===== config.mk =====
export PLATFORM = sky130hd
export DESIGN_NAME = tmds_serial_ctrl
export DESIGN_NICKNAME = d
export VERILOG_FILES = /design/src/rtl/tmds_serial_ctrl.sv
export SDC_FILE = /design/constraint.sdc
export NUM_CORES = 1
export LEC_CHECK = 0
export ABC_AREA = 1
export BUFFER_PORTS_ARGS = -buffer_cell sky130_fd_sc_hd__buf_2
export CAP_MARGIN = 25
export CORE_MARGIN = 10
export CORE_UTILIZATION = 52
export DETAILED_ROUTE_END_ITERATION = 16
export GPL_TIMING_DRIVEN = 0
export PLACE_DENSITY = 0.79
export SLEW_MARGIN = 20
export SYNTH_ARGS = -nofsm -noshare
export SYNTH_HDL_FRONTEND = slang
export SYNTH_SLANG_ARGS = --single-unit

===== constraint.sdc =====
create_clock -name clk -period 1.6 [get_ports clk]
set_input_delay 0.08 -clock clk [delete_from_list [all_inputs] [get_ports clk]]
set_output_delay 0.08 -clock clk [all_outputs]
set_load 0.005 [all_outputs]

===== src/rtl/tmds_serial_ctrl.sv =====
// Output controller for the TMDS serializer. It takes parallel symbols from the encoder
// and sequences load/shift strobes for CHANNELS lanes. It also flags and counts underruns.
module tmds_serial_ctrl #(
    parameter int SYMBOL_BITS = 10,
    parameter int CHANNELS    = 3,
    parameter int CONTINUOUS  = 1,
    parameter int CNT_BITS    = 8,
    localparam int IDX_BITS   = $clog2(SYMBOL_BITS)
) (
    input  logic                clk,
    input  logic                n_rst,
    input  logic                enable,
    input  logic                data_ready,
    input  logic [CHANNELS-1:0] channel_mask,
    input  logic                clr_count,
    output logic                data_ack,
    output logic                load_enable,
    output logic [CHANNELS-1:0] shift_enable,
    output logic [IDX_BITS-1:0] bit_index,
    output logic                symbol_done,
    output logic                busy,
    output logic                underrun,
    output logic [CNT_BITS-1:0] underrun_count
);

    typedef enum logic [1:0] {
        IDLE  = 2'd0,
        LOAD  = 2'd1,
        SHIFT = 2'd2
    } state_t;

    localparam logic [IDX_BITS-1:0] LAST_IDX = IDX_BITS'(SYMBOL_BITS - 1);

    state_t              state_q, state_d;
    logic [IDX_BITS-1:0] bit_cnt_q, bit_cnt_d;
    logic [CHANNELS-1:0] mask_q, mask_d;
    logic [CNT_BITS-1:0] count_q, count_d;

    logic startReq;
    logic lastShift;

    assign startReq  = enable && data_ready;
    assign lastShift = (state_q == SHIFT) && (bit_cnt_q == LAST_IDX);

    always_ff @(posedge clk or negedge n_rst) begin
        if (!n_rst) begin
            state_q   <= IDLE;
            bit_cnt_q <= '0;
            mask_q    <= '0;
            count_q   <= '0;
        end else begin
            state_q   <= state_d;
            bit_cnt_q <= bit_cnt_d;
            mask_q    <= mask_d;
            count_q   <= count_d;
        end
    end

    always_comb begin
        state_d   = IDLE;
        bit_cnt_d = bit_cnt_q;
        mask_d    = mask_q;
        case (state_q)
            IDLE: begin
                state_d = startReq ? LOAD : IDLE;
            end
            LOAD: begin
                state_d   = SHIFT;
                mask_d    = channel_mask;
                bit_cnt_d = '0;
            end
            SHIFT: begin
                if (lastShift) begin
                    state_d   = startReq ? LOAD : IDLE;
                    bit_cnt_d = '0;
                end else begin
                    state_d   = SHIFT;
                    bit_cnt_d = bit_cnt_q + IDX_BITS'(1);
                end
            end
            default: begin
                state_d   = IDLE;
                bit_cnt_d = '0;
            end
        endcase
    end

    // A gap after the last shift only counts as an underrun while the link is enabled.
    always_comb begin
        load_enable  = (state_q == LOAD);
        data_ack     = (state_q == LOAD);
        busy         = (state_q == LOAD) || (state_q == SHIFT);
        shift_enable = (state_q == SHIFT) ? mask_q : '0;
        bit_index    = (state_q == SHIFT) ? bit_cnt_q : '0;
        symbol_done  = lastShift;
        underrun     = lastShift && (CONTINUOUS != 0) && enable && !data_ready;
    end

    always_comb begin
        count_d = count_q;
        if (clr_count) begin
            count_d = '0;
        end else if (underrun && (count_q != {CNT_BITS{1'b1}})) begin
            count_d = count_q + CNT_BITS'(1);
        end
    end

    assign underrun_count = count_q;

endmodule


==> results of run 1 <==
==> timing repair <==
item,CTS,global route
cloned,0,0
setup endpoints to repair,2,13
pin swaps,1,2
endpoints found under the hold margin,17,0
resized for setup,1,4
hold buffers,1,0
setup buffers,1,3
==> synth_stat cells, types with 2 or more instances <==
cell     instances
nor2_1          11
inv_1           30
mux2_2           3
nand2_1         35
nor2_8           2
nand2_2          2
a21oi_1          2
o21ai_0          3
nor2_4           2
nand2_4          2
nand3_2          2
ha_1             7
buf_4            2
xor2_1           3
dfrtp_1         17
nand3_1         18
==> worst paths after layout <==
check | start | endpoint | slack [ns] | depth (start not counted)
setup reg to reg | state_q[0] | bit_cnt_q[0] | 0.13 | 7
setup / recovery | state_q[0] | underrun | 0.12 | 6
hold / removal | channel_mask[2] | mask_q[2] | 0.02 | 2
min in group asynchronous | n_rst | underrun_count[2] | 0.23 | 2
hold reg to reg | mask_q[2] | mask_q[2] | 0.53 | 1
max in group asynchronous | n_rst | bit_cnt_q[1] | 1.09 | 2
==> layer usage <==
metal | part of all wire (%) | wire, um | up-vias | global-route usage, %
met5 | 0 | 0 | - | 0
met4 | 0.56 | 14 | 0 | 3.14
met3 | 5.3 | 132 | 2 | 3.18
met2 | 50 | 1260 | 19 | 20.0
met1 | 44 | 1090 | 480 | 14.5
li1 | - | - | 524 | -
==> registers in the layout (all words and copies together), names as in the netlist <==
register	count
mask_q	3
bit_cnt_q	4
state_q	2
underrun_count	8
==> metrics by stage <==
step / std cells / setup slack, ns
5_1_grt: 210 / -0.00415
3_5_place_dp: 201 / 0.0759
6_report: 210 / 0.120
3_3_place_gp: 201 / 0.117
4_1_cts: 207 / 0.000471
2_1_floorplan: 147 / 0.201
==> power by group through the flow <==
stage	Sequential (uW)	Clock [uW]	Combinational (uW)
after detailed placement	582	0	491
after global routing	590	264	644
after floorplan	564	0	347
after CTS	572	240	502
after global placement	573	0	470
final	575	231	565
==> cells in the final DEF (no fill, tap or decap) <==
cell           instances
a21oi_1                2
a31oi_1                1
buf_2                 27
buf_4                  5
buf_6                  1
clkbuf_1               1
clkbuf_4               4
clkinv_1               1
dfrtp_1               17
dlygate4sd3_1          1
ha_1                   6
ha_4                   1
inv_1                 29
inv_2                  1
mux2_2                 3
nand2_1               35
nand2_2                2
nand2_4                2
nand3_1               18
nand3_2                2
nand4_1                1
nor2_1                10
nor2_2                 1
nor2_4                 2
nor2_8                 2
nor4_1                 1
o21ai_0                3
o21ai_1                1
xor2_1                 3
==> kinds of logic (layout without fill, tap and decap cells) <==
group                      count (synthesis)  after routing  share of synthesized area, %
xor gates and xnor gates                   3              3                          2.30
buffers and inverters                     34             70                          12.2
DFF                                       17             17                          37.3
muxes                                      3              3                          2.96
and+or+nand+nor                           76             76                          34.4
AOI/OAI and AO/OA                          7              7                          3.18
adders and majority gates                  7              7                          7.68
==> layout make-up <==
type                    count  share of cell area, %
repair buffers             32                   12.6
flip-flops and latches     17                   30.5
well taps                  27                   2.42
inverters                  31                   8.34
plain buffers               3                   1.88
multi-input cells          96                   42.4
clock buffers               4                   1.88
==> results.tsv, run 1 <==
metric	value	unit
fp-row-count	16	
clock_tree_root_buffer_cell	clkbuf_4	
cts.reportedPaths.clkPinSlew	0.10	ns
cts_max_level	1	
clock_latency	0.29	ns
synthArstFlopShare	100	%
grt_start_max_net_pins	18	
post-route-util	69.0	%
p_seq_share	41.9	%
fmaxAchievable	676	MHz
grt.overflow.total	0	
boundaryPins	28	
final.setup_skew	0.00403	ns
path_cells	inv_2 > ha_4 > buf_6 > nand4_1 > nor2_2 > buf_2	
ys_warn_count	0	
finalWirelength	2.50	mm
drt_first_pass_iters	4	
detail_route.drc_violations	0	
drtAntennaViolNets	0	
postLayoutCellArea	1400	um2
routed_wire_length_per_instance	11.9	um
routabilityCongestion	0.772	
max_cap_viol_count	0	
post-synth-top-area-cell	dfrtp_1	
critical_path.max_stage_delay	0.41	ns
layout.nets	199	
power.net_switching	505	uW
antenna_cells_inserted	0	
cp.required	1.52	ns
sw_frac_of_total	36.8	%
intPower	866	uW
syn-mean-instance-area	7.76	um2
netlist_instances	147	
die_height	66.8	um
die_width	66.8	um
vias_per_cell	4.88	
grt_pass1_wl	4.31	mm
fillCellCount	176	
drt_iter0_markers	40	
outcome	finished, final reports clean	
pwr_density_cell	983	nW/um2
core_area	2020	um2
placed_cell_area	1310	um2
share_clk_of_total_power	16.8	%
post_synth_main_area_contributors	dfrtp_1 37%, nand2_1 12%, inv_1 9.9%	
vias	1025	
finalSetupViolCount	0	
number_of_enable_flip_flop_cells_after_synthesis	0	
critical_path.top_delay_family	flip-flops	
setup_tns	0	ns
path_class	flop to primary output	
min_path_type	input port to flop	
buffer_ports.inserted	27	
die_area	4470	um2
hpwl	1.95	mm
fin_total_pwr	1370	uW
clock-sinks	17	
synth_top_flop_cell	dfrtp_1	
min_period	1.48	ns
critical_path_arrival	1.40	ns
max_slew.worst_pin.slew	0.390	ns
power.combinational.fraction	41.3	%
slew-limit-headroom	73.9	%
critical_path_peak_fanout	6	
area_occupied_by_multi_input_gates	592	um2
static-leakage-power	0.000872	uW
cts-buffers-inserted	3	
tritoncts	done	
hold-worst-slack	0.0244	ns
crit_slowest_cell	dfrtp_1	
synth.top_cell.area_share	37.3	%
sequential_cell_area	425	um2
cts-root-to-sink-buffers	2	
floorplan.initialDensity	56.4	%
worst_ir_drop_vdd	0.893	mV
globalRouteTotalUtil	11.9	%
synth.yosys.seq_area_share	37.3	%
area.growth.synth_to_final	22.3	%
timing.final.crit_share	92.5	%
synth_seq_cells	17	
number_of_max_slew_violations_in_the_final_report	0	
critPathBufInv	3	
drive_above_1_share	29.0	%
worstSetupStartpointType	flop	
netlist_area_before_placement	1140	um2
syn-num-nets	162	
grt_pass1_vias	955	
finalHoldViolations	0	
distinct_cell_type_count_of_the_synthesized_netlist	22	
initial_antenna_violation_count	0	
worst_setup_path_end_kind	primary output	
Note: power is estimated with default switching activity, not from simulation.
==> run 2: changes to the inputs <==
Settings changed: ABC_AREA 1 to 0, CORE_UTILIZATION 52 to 50, HOLD_SLACK_MARGIN from default to 0.06, PLACE_DENSITY 0.79 to 0.78, REMOVE_ABC_BUFFERS from default to 1.
==> run 2 against run 1 <==
Against the previous run: the run now ends with negative setup slack left; sequential share of layout area shrank 0.82 points; fmax shrank 15%; global-route usage up 1.7 points; clock-buffer cell count shrank 1; sequential power fell by 2%; synthesized cell count is 34% lower; area after synthesis is 14% lower; critical path type is now flop to flop; largest cell class unchanged; highest routed layer unchanged.
==> results.tsv, run 2 <==
metric	value	unit
outcome	finished, violations left	
violations	negative setup slack	
drive_above_1_share	43.6	%
slew-limit-headroom	73.4	%
max_cap_viol_count	0	
die_area	4130	um2
routed.top_layer	met4	
vias	916	
yosys-top-cells-count	17 x dfrtp_1, 7 x ha_1, 7 x nand2_1, 6 x and2_1, 6 x nand3_1	
finalWirelength	2.84	mm
finalHoldViolations	0	
number_of_enable_flip_flop_cells_after_synthesis	0	
largest_reg_flops	8	
synth.yosys.seq_area_share	43.5	%
fp-row-count	15	
clock-sinks	17	
finalSetupViolCount	8	
hpwl	1.71	mm
cts.reportedPaths.clkPinSlew	0.10	ns
worstSetupStartpointType	flop	
drt_iter0_markers	15	
fmaxAchievable	571	MHz
detail_route.drc_violations	0	
timing.final.crit_share	109	%
fillCellCount	112	
cts-buffers-inserted	3	
routed-wl-met3	149	um
layout.nets	165	
path_cells	inv_2 > ha_4 > nand4b_4 > clkinv_4 > o2111ai_4 > buf_6 > or3_1 > a21oi_2	
critical_path_peak_fanout	8	
clock_tree_root_buffer_cell	clkbuf_4	
yosys.cell_count.top_type	dfrtp_1	
cts-root-to-sink-buffers	2	
postLayoutCellArea	1430	um2
path_class	flop to flop	
wl_met1	1.11	mm
buffer_ports.inserted	27	
grt_pass1_wl	4.49	mm
routabilityCongestion	0.785	
min_period	1.75	ns
critPathLaunch	state_q[0]	
final.setup.worst_slack	-0.150	ns
min_path_type	input port to async pin	
mostFrequentLayoutCell	buf_2	
grt_start_max_net_pins	18	
critical_path_arrival	1.99	ns
distinct_cell_type_count_of_the_synthesized_netlist	33	
cp.required	1.84	ns
synth_top_flop_cell	dfrtp_1	
sequential_cell_area	425	um2
core_area	1780	um2
pwr_density_cell	938	nW/um2
globalRouteTotalUtil	13.6	%
area_occupied_by_multi_input_gates	571	um2
max_slew.worst_pin.slew	0.400	ns
number_of_max_slew_violations_in_the_final_report	0	
netlist_area_before_placement	978	um2
floorplan.initialDensity	54.9	%
post-synth-top-area-cell	dfrtp_1	
initial_antenna_violation_count	0	
grt_setup_unrepaired	true	
met2_wire_len	1.50	mm
placed_cell_area	1110	um2
most-common-layout-cells	27 x buf_2, 17 x dfrtp_1, 15 x buf_4	
ys_warn_count	0	
worst_setup_path_end_kind	flop	
synthArstFlopShare	100	%
cts_max_level	1	
setup_tns	-0.811	ns
crit_slowest_cell	dfrtp_1	
final.setup_skew	0.00161	ns
grt_pass1_vias	941	
syn-mean-instance-area	10.1	um2
die_width	64.2	um
critical_path.max_stage_delay	0.42	ns
grt.overflow.total	0	
vias_per_cell	5.26	
worst_ir_drop_vdd	0.659	mV
antenna_cells_inserted	0	
timing.rr.start	state_q[0]	
boundaryPins	28	
synth.top_cell.area_share	43.5	%
hold-worst-slack	0.220	ns
tritoncts	done	
netlist_instances	97	
die_height	64.2	um
drt_first_pass_iters	4	
drtAntennaViolNets	0	
static-leakage-power	0.000712	uW
clock_latency	0.30	ns
routed_wire_length_per_instance	16.3	um
post_synth_main_area_contributors	dfrtp_1 43%, ha_1 9.0%, and2_1 3.8%	
area.growth.synth_to_final	46.5	%
synth_seq_cells	17	
## run 2: cell count changes after synthesis, sizes merged, moves of 2 or more
cell / before / now
nand2: 39 / 7
inv: 30 / 5
nand3: 20 / 6
nor2: 15 / 5
and2: 0 / 7
o31ai: 0 / 4
a21oi: 2 / 5
or3: 0 / 3
mux2i: 0 / 2
nand2b: 0 / 2
or4: 0 / 2
xor2: 3 / 1
## run 2: kinds of logic (layout without fill, tap and decap cells)
kind of cell / after synthesis / in the layout / synth area share, %
buffers and inverters: 10 / 62 / 5.75
muxes: 5 / 5 / 5.50
xor gates and xnor gates: 1 / 1 / 0.895
AOI/OAI and AO/OA: 18 / 18 / 12.0
adders and majority gates: 7 / 7 / 8.95
and+or+nand+nor: 39 / 39 / 23.4
DFF: 17 / 17 / 43.5
## run 2: layout make-up
cell class	count	area share (%)
Tap cell	25	2.18
Multi-Input combinational cell	70	39.8
Clock inverter	1	0.349
Sequential cell	17	29.7
Clock buffer	3	1.57
Inverter	6	1.92
Timing Repair Buffer	52	24.5
## run 2: final timing paths
kind	slack (ns)	endpoint	cells past startpoint
min	0.22	bit_cnt_q[3]	2
max	-0.15	underrun_count[3]	8
max in group asynchronous	1.09	mask_q[0]	2
min reg2reg	0.52	mask_q[0]	1
max reg2reg	-0.15	underrun_count[3]	8
min in group clk	0.27	underrun_count[5]	4
## run 2: worst max-delay path: cells and delay by family, from the launching register on
family,cells,cell delay [ns]
flip-flops,1,0.42
buffers and inverters,3,0.35
AO/OA/AOI/OAI,2,0.28
adder cells (fa/ha/maj),1,0.16
AND/OR/NAND/NOR,2,0.48
## run 2: per-layer routing
metal  vias up  track usage [%]
met1       440             13.7
li1        447                -
met5         -                0
met4         0             6.42
met3         6             4.18
met2        23             25.0
## run 2: metrics by stage
step | utilization (%) | power (uW) | setup slack (ns) | instances
floorplan | - | 807 | -0.346 | 93
global placement | 62.4 | 926 | -0.533 | 145
detailed placement | 62.4 | 949 | -0.629 | 145
CTS | 76.1 | 1300 | -0.143 | 170
global route | 80.4 | 1430 | -0.243 | 174
finish | 80.4 | 1350 | -0.150 | 174
## run 2: power by group
group          switching, uW  internal (uW)  total, uW  leakage, uW
clock                    146           93.3        239    0.0000177
sequential              57.5            504        561     0.000228
combinational            262            283        545     0.000466
## run 2: timing repair
action | in CTS | in global routing
pin swaps | 3 | 5
buffers inserted | 14 | 4
endpoints found under the setup margin | 20 | 9
gates resized for setup | 8 | 9
endpoints found under the hold margin | 28 | 0
hold buffers | 7 | 0
==> run 3: changes to the inputs <==
--- a/config.mk
+++ b/config.mk
@@ -15,3 +15,3 @@
 export HOLD_SLACK_MARGIN = 0.06
-export PLACE_DENSITY = 0.78
+export PLACE_DENSITY_LB_ADDON = 0.12
 export REMOVE_ABC_BUFFERS = 1
==> constraint.sdc (replaced) <==
create_clock -name clk -period 1.6 [get_ports clk]
set_input_delay 0.16 -clock clk [delete_from_list [all_inputs] [get_ports clk]]
set_output_delay 0.16 -clock clk [all_outputs]
set_load 0.005 [all_outputs]
==> run 3 against run 2 <==
Against the previous run: the flow still finishes with violations (negative setup slack); combinational power down 11%; critical path depth fell by 1; register-to-register slack better by 0.09 ns; core utilization decreased by 3.6 points; non-clock buffer count fell by 10; sequential power is essentially flat; clock skew up 0.0068 ns; routed wire length decreased by 6.7%; clock power hardly changed; sequential share of layout area increased by 1.5 points; first-iteration DRC count grew to 3.3 times the previous value; largest cell class unchanged; largest power group unchanged; highest routed layer unchanged.
==> results.tsv, run 3 (synthesis results as in run 2) <==
metric	value	unit
outcome	finished, violations left	
violations	negative setup slack	
final.setup.worst_slack	-0.0612	ns
worst_ir_drop_vdd	0.617	mV
layout.nets	156	
grt_start_max_net_pins	18	
path_class	flop to flop	
finalHoldViolations	0	
buffer_ports.inserted	27	
vias_per_cell	5.43	
clock_latency	0.30	ns
intPower	849	uW
clock_tree_root_buffer_cell	clkbuf_4	
hpwl	1.64	mm
worstSetupStartpointType	flop	
detail_route.drc_violations	0	
critical_path.max_stage_delay	0.51	ns
fin_cells	165	
crit_slowest_cell	or4_4	
critPathBufInv	2	
critical_path_peak_fanout	5	
static-leakage-power	0.000669	uW
boundaryPins	28	
worst_setup_path_end_kind	flop	
slew-limit-headroom	73.3	%
cp.required	1.84	ns
grt.overflow.total	0	
drtAntennaViolNets	0	
reg2reg_slack	-0.06	ns
die_area	4130	um2
critical_path_arrival	1.90	ns
antenna_cells_inserted	0	
fmaxAchievable	602	MHz
vias	896	
tritoncts	done	
setup_tns	-0.122	ns
drt_first_pass_iters	4	
initial_antenna_violation_count	0	
grt_setup_unrepaired	true	
sw_frac_of_total	34.0	%
die_height	64.2	um
fp-row-count	15	
cts_max_level	1	
path_cells	inv_2 > ha_4 > nand4b_4 > clkinv_4 > o2111ai_4 > or4_4 > a21oi_2	
min_path_type	input port to flop	
most-common-layout-cells	27 x buf_2, 16 x dfrtp_1, 12 x buf_4	
critical_path.top_delay_family	simple AND/OR/NAND/NOR gates	
max_cap_viol_count	0	
drive_above_1_share	45.7	%
finalSetupViolCount	5	
final.setup_skew	0.00843	ns
timing.final.crit_share	104	%
die_width	64.2	um
area_occupied_by_multi_input_gates	601	um2
cts.reportedPaths.clkPinSlew	0.10	ns
finalWirelength	2.65	mm
placed_cell_area	1110	um2
share_clk_of_total_power	18.6	%
cts-buffers-inserted	3	
power.combinational.fraction	37.8	%
clock-sinks	17	
mostFrequentLayoutCell	buf_2	
max_slew.worst_pin.slew	0.401	ns
routabilityCongestion	0.801	
postLayoutCellArea	1370	um2
sequential_cell_area	427	um2
drt_iter0_markers	50	
area.growth.synth_to_final	40.0	%
place_ws	-0.632	ns
p_seq_share	43.6	%
pwr_density_cell	940	nW/um2
fillCellCount	120	
floorplan.initialDensity	54.9	%
core_area	1780	um2
placed_cells_incl_taps	145	
cts-root-to-sink-buffers	2	
routed_wire_length_per_instance	16.1	um
min_period	1.66	ns
grt_pass1_wl	4.12	mm
number_of_max_slew_violations_in_the_final_report	0	
grt_pass1_vias	922	
largest_reg_flops	8	
globalRouteTotalUtil	12.3	%
power.net_switching	438	uW
-- run 3: worst min-delay path: cells and delay by family --
family                 cells  cell delay, ns
AND/OR/NAND/NOR            2            0.08
buffers and inverters      1            0.11
-- run 3: metal layers --
layer | up-vias | GRT usage (%) | routed length [um]
li1 | 428 | - | -
met5 | - | 0 | 0
met2 | 34 | 20.5 | 1300
met3 | 4 | 5.05 | 227
met4 | 0 | 5.61 | 44
met1 | 430 | 13.4 | 1080
-- run 3: power groups by stage --
stage	sequential, uW	clock [uW]	combinational [uW]
2_1_floorplan	555	0	253
3_3_place_gp	565	0	364
3_5_place_dp	571	0	378
4_1_cts	558	241	491
5_1_grt	570	258	542
6_report	561	239	487
-- run 3: worst paths after layout --
kind                             from                end  cells after the start
max                        state_q[0]  underrun_count[5]                      7
min reg2reg                 mask_q[0]          mask_q[0]                      1
max in group asynchronous       n_rst         state_q[1]                      2
min in group asynchronous       n_rst       bit_cnt_q[1]                      2
min                        data_ready         state_q[0]                      3
max reg2reg                state_q[0]  underrun_count[5]                      7
-- run 3: layout make-up --
type	count	share of cell area [%]
clock buffer	4	1.92
inverter	6	2.01
multi-input combinational	71	43.8
sequential	17	31.1
tap	25	2.28
timing repair buffer	42	18.8
-- run 3: metrics by stage --
step / hold slack (ns) / util, % / total power [uW]
after floorplan: -0.136 / - / 807
after global placement: 0.103 / 62.4 / 929
after detailed placement: 0.106 / 62.4 / 949
after CTS: 0.0837 / 73.1 / 1290
after global routing: 0.0840 / 76.8 / 1370
final: 0.0871 / 76.8 / 1290
-- run 3: repair_timing --
item,CTS,global route
pin swaps,3,5
hold buffers,1,0
endpoints found under the setup margin,20,11
gates cloned,1,0
hold endpoints to repair,17,0
buffers inserted,11,3
resized for setup,12,9
